$ cat config.mk
export PLATFORM = sky130hd
export DESIGN_NAME = booth_mul_arbiter
export DESIGN_NICKNAME = d
export VERILOG_FILES = /design/src/rtl/booth_arb_pkg.sv /design/src/rtl/booth_rr_pick.sv /design/src/rtl/booth_mul_arbiter.sv
export SDC_FILE = /design/constraint.sdc
export NUM_CORES = 1
export LEC_CHECK = 0
export BUFFER_PORTS_ARGS = -buffer_cell sky130_fd_sc_hd__buf_2
export CORE_UTILIZATION = 48
export CTS_CLUSTER_DIAMETER = 100
export DETAILED_ROUTE_END_ITERATION = 8
export PLACE_DENSITY = 0.87
export SLEW_MARGIN = 20
export SYNTH_ARGS = -nofsm -noshare
export SYNTH_HDL_FRONTEND = slang
export SYNTH_SLANG_ARGS = --single-unit
$ cat constraint.sdc
create_clock -name clk -period 7.6 [get_ports clk]
set_input_delay 2.28 -clock clk [delete_from_list [all_inputs] [get_ports clk]]
set_output_delay 2.28 -clock clk [all_outputs]
set_load 0.1 [all_outputs]
$ cat src/rtl/booth_arb_pkg.sv
// rtl/booth_arb_pkg.sv - shared types and defaults for the Booth core arbiter
package booth_arb_pkg;

  typedef enum logic [1:0] {
    IDLE  = 2'd0,
    ISSUE = 2'd1,
    WAIT  = 2'd2,
    RESP  = 2'd3
  } state_t;

  localparam int DEF_NREQ    = 4;
  localparam int DEF_W       = 8;
  localparam int DEF_TIMEOUT = 64;

  // Requester index width; never narrower than one bit.
  function automatic int idx_w(input int n);
    return (n > 1) ? $clog2(n) : 1;
  endfunction

endpackage

$ cat src/rtl/booth_rr_pick.sv
// rtl/booth_rr_pick.sv - combinational round-robin one-hot picker
module booth_rr_pick
  import booth_arb_pkg::*;
#(
  parameter  int NREQ = DEF_NREQ,
  localparam int IW   = idx_w(NREQ)
) (
  input  logic [NREQ-1:0] req,
  input  logic [IW-1:0]   last_grant,
  output logic [NREQ-1:0] onehot,
  output logic [IW-1:0]   idx,
  output logic            any
);

  // First requester after last_grant, wrapping, so the last winner ranks lowest.
  always_comb begin
    onehot = '0;
    idx    = '0;
    any    = 1'b0;
    for (int k = 1; k <= NREQ; k++) begin
      if (!any && req[(int'(last_grant) + k) % NREQ]) begin
        any = 1'b1;
        onehot[(int'(last_grant) + k) % NREQ] = 1'b1;
        idx = IW'((int'(last_grant) + k) % NREQ);
      end
    end
  end

endmodule

$ cat src/rtl/booth_mul_arbiter.sv
// rtl/booth_mul_arbiter.sv - round-robin sharing of one Booth core; BOOTH_ARB_TIMEOUT_EN bounds WAIT
module booth_mul_arbiter
  import booth_arb_pkg::*;
#(
  parameter int NREQ    = DEF_NREQ,
  parameter int W       = DEF_W,
  parameter int TIMEOUT = DEF_TIMEOUT
) (
  input  logic              clk,
  input  logic              rst_n,
  input  logic [NREQ-1:0]   req_valid,
  output logic [NREQ-1:0]   req_ready,
  input  logic [NREQ*W-1:0] req_a,
  input  logic [NREQ*W-1:0] req_b,
  output logic [NREQ-1:0]   rsp_valid,
  input  logic [NREQ-1:0]   rsp_ready,
  output logic [2*W-1:0]    rsp_prod,
  output logic              rsp_err,
  output logic              mul_start,
  output logic [W-1:0]      mul_a,
  output logic [W-1:0]      mul_b,
  input  logic              mul_done,
  input  logic [2*W-1:0]    mul_prod,
  output logic              busy
);

  localparam int IW = idx_w(NREQ);

  state_t          state_q, state_d;
  logic [W-1:0]    a_q, b_q;
  logic [IW-1:0]   g_q, last_q;
  logic [2*W-1:0]  prod_q;
  logic [NREQ-1:0] pick_oh;
  logic [IW-1:0]   pick_idx;
  logic            pick_any;
  logic            timeout_hit;

  booth_rr_pick #(.NREQ(NREQ)) u_pick (
    .req        (req_valid),
    .last_grant (last_q),
    .onehot     (pick_oh),
    .idx        (pick_idx),
    .any        (pick_any)
  );

`ifdef BOOTH_ARB_TIMEOUT_EN
  logic [W-1:0] cnt_q;
  logic         err_q;

  assign timeout_hit = (cnt_q == W'(TIMEOUT - 1));
  assign rsp_err     = err_q;

  // WAIT cycle counter and abort flag; a done on the abort cycle still wins.
  always_ff @(posedge clk) begin
    if (!rst_n) begin
      cnt_q <= '0;
      err_q <= 1'b0;
    end else begin
      case (state_q)
        IDLE:  if (pick_any) err_q <= 1'b0;
        ISSUE: cnt_q <= '0;
        WAIT: begin
          cnt_q <= cnt_q + 1'b1;
          if (mul_done)         err_q <= 1'b0;
          else if (timeout_hit) err_q <= 1'b1;
        end
        default: ;
      endcase
    end
  end
`else
  logic unused_timeout;

  assign unused_timeout = (TIMEOUT == 0);
  assign timeout_hit    = 1'b0;
  assign rsp_err        = 1'b0;
`endif

  assign mul_a    = a_q;
  assign mul_b    = b_q;
  assign rsp_prod = prod_q;

  // Next state and state-decoded handshake outputs.
  always_comb begin
    state_d   = state_q;
    req_ready = '0;
    rsp_valid = '0;
    mul_start = 1'b0;
    busy      = 1'b1;
    case (state_q)
      IDLE: begin
        busy      = 1'b0;
        req_ready = pick_oh;
        if (pick_any) state_d = ISSUE;
      end
      ISSUE: begin
        mul_start = 1'b1;
        state_d   = WAIT;
      end
      WAIT: begin
        if (mul_done || timeout_hit) state_d = RESP;
      end
      RESP: begin
        rsp_valid[g_q] = 1'b1;
        if (rsp_ready[g_q]) state_d = IDLE;
      end
      default: state_d = IDLE;
    endcase
  end

  // State, operand/grant capture, product capture and round-robin pointer.
  always_ff @(posedge clk) begin
    if (!rst_n) begin
      state_q <= IDLE;
      a_q     <= '0;
      b_q     <= '0;
      g_q     <= '0;
      last_q  <= IW'(NREQ - 1);
      prod_q  <= '0;
    end else begin
      state_q <= state_d;
      case (state_q)
        IDLE: begin
          if (pick_any) begin
            a_q <= req_a[int'(pick_idx)*W +: W];
            b_q <= req_b[int'(pick_idx)*W +: W];
            g_q <= pick_idx;
          end
        end
        WAIT: begin
          if (mul_done)         prod_q <= mul_prod;
          else if (timeout_hit) prod_q <= '0;
        end
        RESP: begin
          if (rsp_ready[g_q]) last_q <= g_q;
        end
        default: ;
      endcase
    end
  end

endmodule

==> metrics.md, run 1 <==
| Metric | Value |
|---|---|
| EDFF count, synth | 0 |
| Global route total overflow | 0 |
| Initial core utilization | 50.33% |
| First-pass GRT wire length | 9887 um |
| Worst ir drop on vdd | 0.0002288 V |
| Hold-fix buffers, CTS | 0 |
| Design Area, Final | 0.003173 mm^2 |
| Crit-path cells | buf_2 -> mux4_2 -> nor3_1 -> and2_1 -> a221oi_1 -> nor2_1 -> buf_2 |
| Initial antenna violation count | 0 |
| Per-cell routed wire length | 14.00 um |
| Antenna fix cells | 0 |
| # clock sinks | 38 |
| Worst Path Arrival | 4.17 ns |
| Number of fill cells | 427 |
| GP Congestion | 0.8999 |
| Reg2Reg Setup Slack | 3.72 ns |
| Worst-path clk slew | 0.08 ns |
| Share of layout cells above drive strength 1 | 43.01% |
| Final wirelength | 6343 um |
| WHS Path Cells | 2 |
| Slowest library cell on the worst path | mux4_2 |
| Minimum clock period | 6.446 ns |
| Most common cell on crit path | buf_2 |
| CTS tree | done |
| PD cells | 407.5 mW/mm^2 |
| GRT busiest layer | met2 |
| Met1 Use GR | 27.31% |
| # nets final | 488 |
| Final hold violation count | 0 |
| Clock Tree Buf Depth | 2 |
| Leakage | 1.647 nW |
| Endpoints failing setup | 0 |
| Placed cell area | 0.003028 mm^2 |
| Hold Crit Class | flop to flop |
| Crit. End Element | primary output |
| Area Overhead vs Synth | 31.74% |
| TritonCTS Buffers | 5 |
| Worst hold slack | 0.4541 ns |
| Worst-Skew Late Latency | 0.28 ns |
| H-tree depth | 2 |
| Vias per std cell | 5.278 |
| Main flop type after synthesis | dfxtp_1 |
| Post-route ant nets | 0 |
| Post-synth net total | 367 |
| Hold endpoint | rsp_prod[10] |
| Die Height | 72.84 um |
| Row count | 25 |
| Core ar. | 0.004786 mm^2 |
| Grt met3 use | 7.044% |
| Pwr Total | 1.293 mW |
| Ports | 134 |
| Critical path's largest stage delay | 0.59 ns |
| Largest net degree at the start of global routing | 33 |
| Fmax | 155.1 MHz |
| Root buffer cell | clkbuf_8 |
| Max Cap Violations | 0 |
| RSZ-0062 raised after global routing | false |
| Slew HR | 34.10% |
| DIE AREA | 0.005305 mm^2 |
| Setup crit start kind | input pin |
| FFs w/ async S/R, synth | 0% |
| Postcts setup bufs | 0 |
| Cell area after synthesis | 0.002409 mm^2 |
| Final period utilization | 84.81% |
| Setup TNS | 0 ns |
| DRT iter0 DRCs | 62 |
| Reg-to-Reg Start | last_q[0] |
| R2R Path End | mul_a[1] |
| Unique cell type count in the Yosys netlist | 41 |
| HP Start | rsp_prod[10] |
| Mapped Avg Cell Area | 9.123 um^2 |
| CP required | 5.32 ns |
| Vias in the first global route | 2,204 |
| Pre-antenna DRT Iters | 4 |
| Slew Limit Fails | 0 |
| Yosys warns | 0 |
| Sequential area share after synthesis | 31.58% |
| Hpwl dp | 4869 um |
| Max FO, Critical Path | 11 |
| DRC Markers | 0 |
| Die W | 72.84 um |
| Yosys reg bits | 38 |
| WS Path Type | input pin to primary output |
| Vias | 2,391 |
| Status | completed |
| Cell count after synthesis | 264 |
| Total track usage | 24.28% |
| Worst slew pin tran | 0.9885 ns |
| Port buffer count | 132 |
| Clk_skew | 0.004036 ns |
| CTS resizes | 0 |
| Worst r2r path cells | 8 |
| Met2 usage | 43.30% |
[worst max-delay path by stage]
stage | start | end | slack, ns | depth (start not counted)
floorplan | req_valid[2] | req_ready[0] | 0.67 | 6
global placement | req_valid[2] | req_ready[0] | 1.29 | 7
detailed placement | req_valid[2] | req_ready[0] | 1.16 | 7
CTS | req_valid[2] | req_ready[0] | 1.16 | 7
global route | req_valid[2] | req_ready[0] | 0.98 | 7
finish | req_valid[2] | req_ready[1] | 1.15 | 7
[state kept, by name, summed over array words and instances (netlist names)]
| name | flops |
|---|---|
| last_q | 2 |
| g_q | 2 |
| mul_b | 8 |
| rsp_prod | 16 |
| state_q | 2 |
| mul_a | 8 |
[synth_stat cells (all sizes together), types with 2 or more instances]
library cell  count  area [um^2]
a21oi            19        95.09
nor3              3        15.01
nand3             6        35.03
nor2             16        60.06
ha               12        150.1
mux2              2        22.52
nor2b             4        32.53
a221oi            6        58.80
mux4              5        112.6
dfxtp            38        760.7
clkbuf            6        22.52
and2              2        12.51
a22oi             4        30.03
o221ai           16        202.7
o21ai             2        13.76
inv               7        26.28
mux2i            34        340.3
nand2            56        210.2
o22a              2        18.77
buf              12        103.9
[area by class of cell]
class	instances	area, um^2	share of cell area (%)
Inverter	7	26.28	0.8281
Sequential cell	38	760.7	23.97
Clock inverter	2	60.06	1.893
Multi-Input combinational cell	201	1499	47.24
Timing Repair Buffer	132	660.6	20.82
Clock buffer	6	82.58	2.603
Tap cell	67	83.83	2.642
[worst max-delay path, delay by kind of cell]
| kind | cells | cell delay (ns) |
|---|---|---|
| AND/OR/NAND/NOR | 3 | 0.63 |
| multiplexers | 1 | 0.59 |
| buffers and inverters | 2 | 0.56 |
| AO/OA/AOI/OAI | 1 | 0.09 |
[power breakdown]
| part | switching, mW | internal, mW | total, mW |
|---|---|---|---|
| clock | 0.0697 | 0.140 | 0.210 |
| sequential | 0.0370 | 0.254 | 0.291 |
| combinational | 0.621 | 0.171 | 0.792 |
| total | 0.728 | 0.565 | 1.29 |
[placed cells by master (no fill, tap or decap), types with 2 or more instances in the layout]
master     synthesis  routed
o22a_2             1       2
and2_1             2       2
nor2_1            16      15
mux2_2             2       2
o221ai_1           6       6
a21oi_1           19      19
nand3_1            5       5
a22oi_1            4       4
nand2_1           56      56
nor3_1             3       3
mux4_2             5       5
ha_1              12      12
a221oi_1           5       5
inv_1              7       7
bufinv_16          0       2
buf_2              4     132
dfxtp_1           38      38
mux2i_1           34      34
clkbuf_8           0       6
o221ai_2          10      10
nor2b_1            3       3
[stage by stage]
| step | setup WS [ns] | util (%) | instances |
|---|---|---|---|
| 6_report | 1.154 | 66.30 | 453 |
| 4_1_cts | 1.155 | 66.25 | 453 |
| 2_1_floorplan | 0.6737 | - | 264 |
| 3_3_place_gp | 1.290 | 63.27 | 445 |
| 3_5_place_dp | 1.162 | 63.27 | 445 |
| 5_1_grt | 0.9763 | 66.30 | 453 |
[cells by family after synthesis]
logic type / Yosys count / share of synthesized area (%)
fa+ha+maj: 12 / 6.234
mux: 41 / 19.74
compound gates: 52 / 18.44
flops: 38 / 31.58
simple gates: 95 / 17.51
other cells: 1 / 0.1557
buf+inv: 25 / 6.338
[routing by layer]
metal  part of all wire (%)  vias to the layer above
met2                     52                       93
met4                    1.3                        0
li1                       -                     1183
met5                      0                        -
met1                     40                     1107
met3                    6.8                        8
No activity file was read; power rests on OpenSTA's default activity.
==> inputs of run 2 (changes only) <==
CORE_UTILIZATION = 40   (was 48)
PLACE_DENSITY = 0.77   (was 0.87)
clock period = 5.6 ns   (was 7.6 ns; I/O delays follow)
==> metrics.md, run 2 (synthesis results as in run 1) <==
| Metric | Value |
|---|---|
| First-pass GRT wire length | 9618 um |
| Total track usage | 19.37% |
| Vias per std cell | 5.057 |
| Final period utilization | 93.77% |
| Initial core utilization | 42.69% |
| Pre-antenna DRT Iters | 4 |
| Logic gate share of total power | 64.5% |
| Max Cap Violations | 0 |
| Leakage | 1.627 nW |
| Final hold violation count | 0 |
| Initial antenna violation count | 0 |
| Vias in the first global route | 2,160 |
| Fmax | 190.4 MHz |
| Critical path's largest stage delay | 0.60 ns |
| Share of layout cells above drive strength 1 | 43.93% |
| Status | completed |
| Worst Path Arrival | 3.57 ns |
| # nets final | 489 |
| Row count | 27 |
| Post-route ant nets | 0 |
| Net Sw Power | 0.9914 mW |
| Global route total overflow | 0 |
| Final WS setup | 0.3489 ns |
| CTS tree | done |
| Clk pwr share | 12.0% |
| Most common cell on crit path | buf_2 |
| Area Overhead vs Synth | 30.65% |
| RSZ-0062 raised after global routing | false |
| Die W | 79.60 um |
| Non-filler cells, final | 459 |
| Slew Limit Fails | 0 |
| CTS resizes | 0 |
| Number of fill cells | 526 |
| Max reg flops | 16 |
| Final core occ | 55.78% |
| Final wirelength | 6239 um |
| Root buffer cell | clkbuf_8 |
| Crit. End Element | primary output |
| Design Area, Final | 0.003147 mm^2 |
| Setup crit start kind | input pin |
| Leading cell type in the layout, fill and taps excluded | buf_2 |
| Slowest library cell on the worst path | mux4_2 |
| Worst hold slack | 0.4538 ns |
| WHS Path Cells | 2 |
| Pwr Total | 1.672 mW |
| Core ar. | 0.005642 mm^2 |
| Worst r2r path cells | 8 |
| Max FO, Critical Path | 11 |
| TritonCTS Buffers | 5 |
| Sequential Power Share | 23.6% |
| Hpwl dp | 4837 um |
| Largest net degree at the start of global routing | 33 |
| Placed Instances | 451 |
| Worst-Skew Late Latency | 0.29 ns |
| DRC Markers | 0 |
| Crit-path cells | buf_2 -> mux4_2 -> nor3_1 -> and2_1 -> a221oi_1 -> nor2_2 -> buf_2 |
| Setup TNS | 0 ns |
| Port buffer count | 132 |
| Antenna fix cells | 0 |
| Worst-path clk slew | 0.08 ns |
| Worst slew pin tran | 0.9807 ns |
| DRT iter0 DRCs | 48 |
| Worst ir drop on vdd | 0.0004452 V |
| Hold-fix buffers, CTS | 0 |
| Slew HR | 34.62% |
| Ports | 134 |
| Per-cell routed wire length | 13.59 um |
| PD cells | 531.2 mW/mm^2 |
| Vias | 2,321 |
| Clk_skew | 0.004432 ns |
| Int Pwr | 0.6802 mW |
| Clock Tree Buf Depth | 2 |
| Sw Ratio | 59.31% |
| Pre-CTS setup slack | 0.3958 ns |
| Endpoints failing setup | 0 |
| Placed cell area | 0.003052 mm^2 |
| Die Height | 79.60 um |
| Commonest non-fill, non-tap cells in the layout | buf_2, nand2_1, dfxtp_1 |
| DIE AREA | 0.006335 mm^2 |
| Hold Crit Class | flop to flop |
| Postcts setup bufs | 0 |
| H-tree depth | 2 |
| WS Path Type | input pin to primary output |
| Minimum clock period | 5.251 ns |
| GP Congestion | 0.8645 |
| # clock sinks | 38 |
| CP required | 3.92 ns |
==> run 2: cell count changes in the layout (fill, tap and decap cells not counted) <==
| cell | before | now |
|---|---|---|
| nor2_1 | 15 | 12 |
| nor2_2 | 1 | 4 |
| bufinv_16 | 2 | 0 |
| buf_4 | 0 | 1 |
| clkinv_2 | 0 | 1 |
| clkinvlp_4 | 0 | 1 |
==> run 2: path summary, 6_finish.rpt <==
check	from	endpoint	slack (ns)
worst min-delay path	rsp_prod[10]	rsp_prod[10]	0.45
worst max register to register	last_q[0]	mul_a[5]	1.75
worst max-delay path	req_valid[2]	req_ready[3]	0.35
worst min register to register	rsp_prod[10]	rsp_prod[10]	0.45
==> run 2: routing by layer <==
layer / share of wire [%] / vias up / global-route usage, % / routed length, um
met3: 5.4 / 7 / 5.029 / 339
li1: - / 1186 / - / -
met1: 44 / 1058 / 22.93 / 2748
met2: 49 / 70 / 33.33 / 3081
met4: 1.1 / 0 / 7.091 / 70
met5: 0 / - / 0 / 0
==> run 2: cell type report <==
cell class / count / area (um^2) / area share [%]
flip-flops and latches: 38 / 760.7 / 24.17
inverters: 7 / 26.28 / 0.8350
clock inverters: 2 / 12.51 / 0.3976
well taps: 72 / 90.09 / 2.863
repair buffers: 133 / 668.1 / 21.23
clock buffers: 6 / 82.58 / 2.624
multi-input cells: 201 / 1506 / 47.87
==> run 2: power groups by stage <==
| stage | logic, mW | clock network, mW | registers, mW |
|---|---|---|---|
| floorplan | 0.502 | 0 | 0.831 |
| global placement | 1.07 | 0 | 0.398 |
| detailed placement | 1.08 | 0 | 0.400 |
| CTS | 1.08 | 0.208 | 0.394 |
| global route | 1.13 | 0.217 | 0.405 |
| finish | 1.08 | 0.200 | 0.394 |
==> run 2: critical path: cells and delay by family <==
kind | cells | cell delay (ns)
buf+inv | 2 | 0.55
simple gates | 3 | 0.62
mux | 1 | 0.60
compound gates | 1 | 0.11
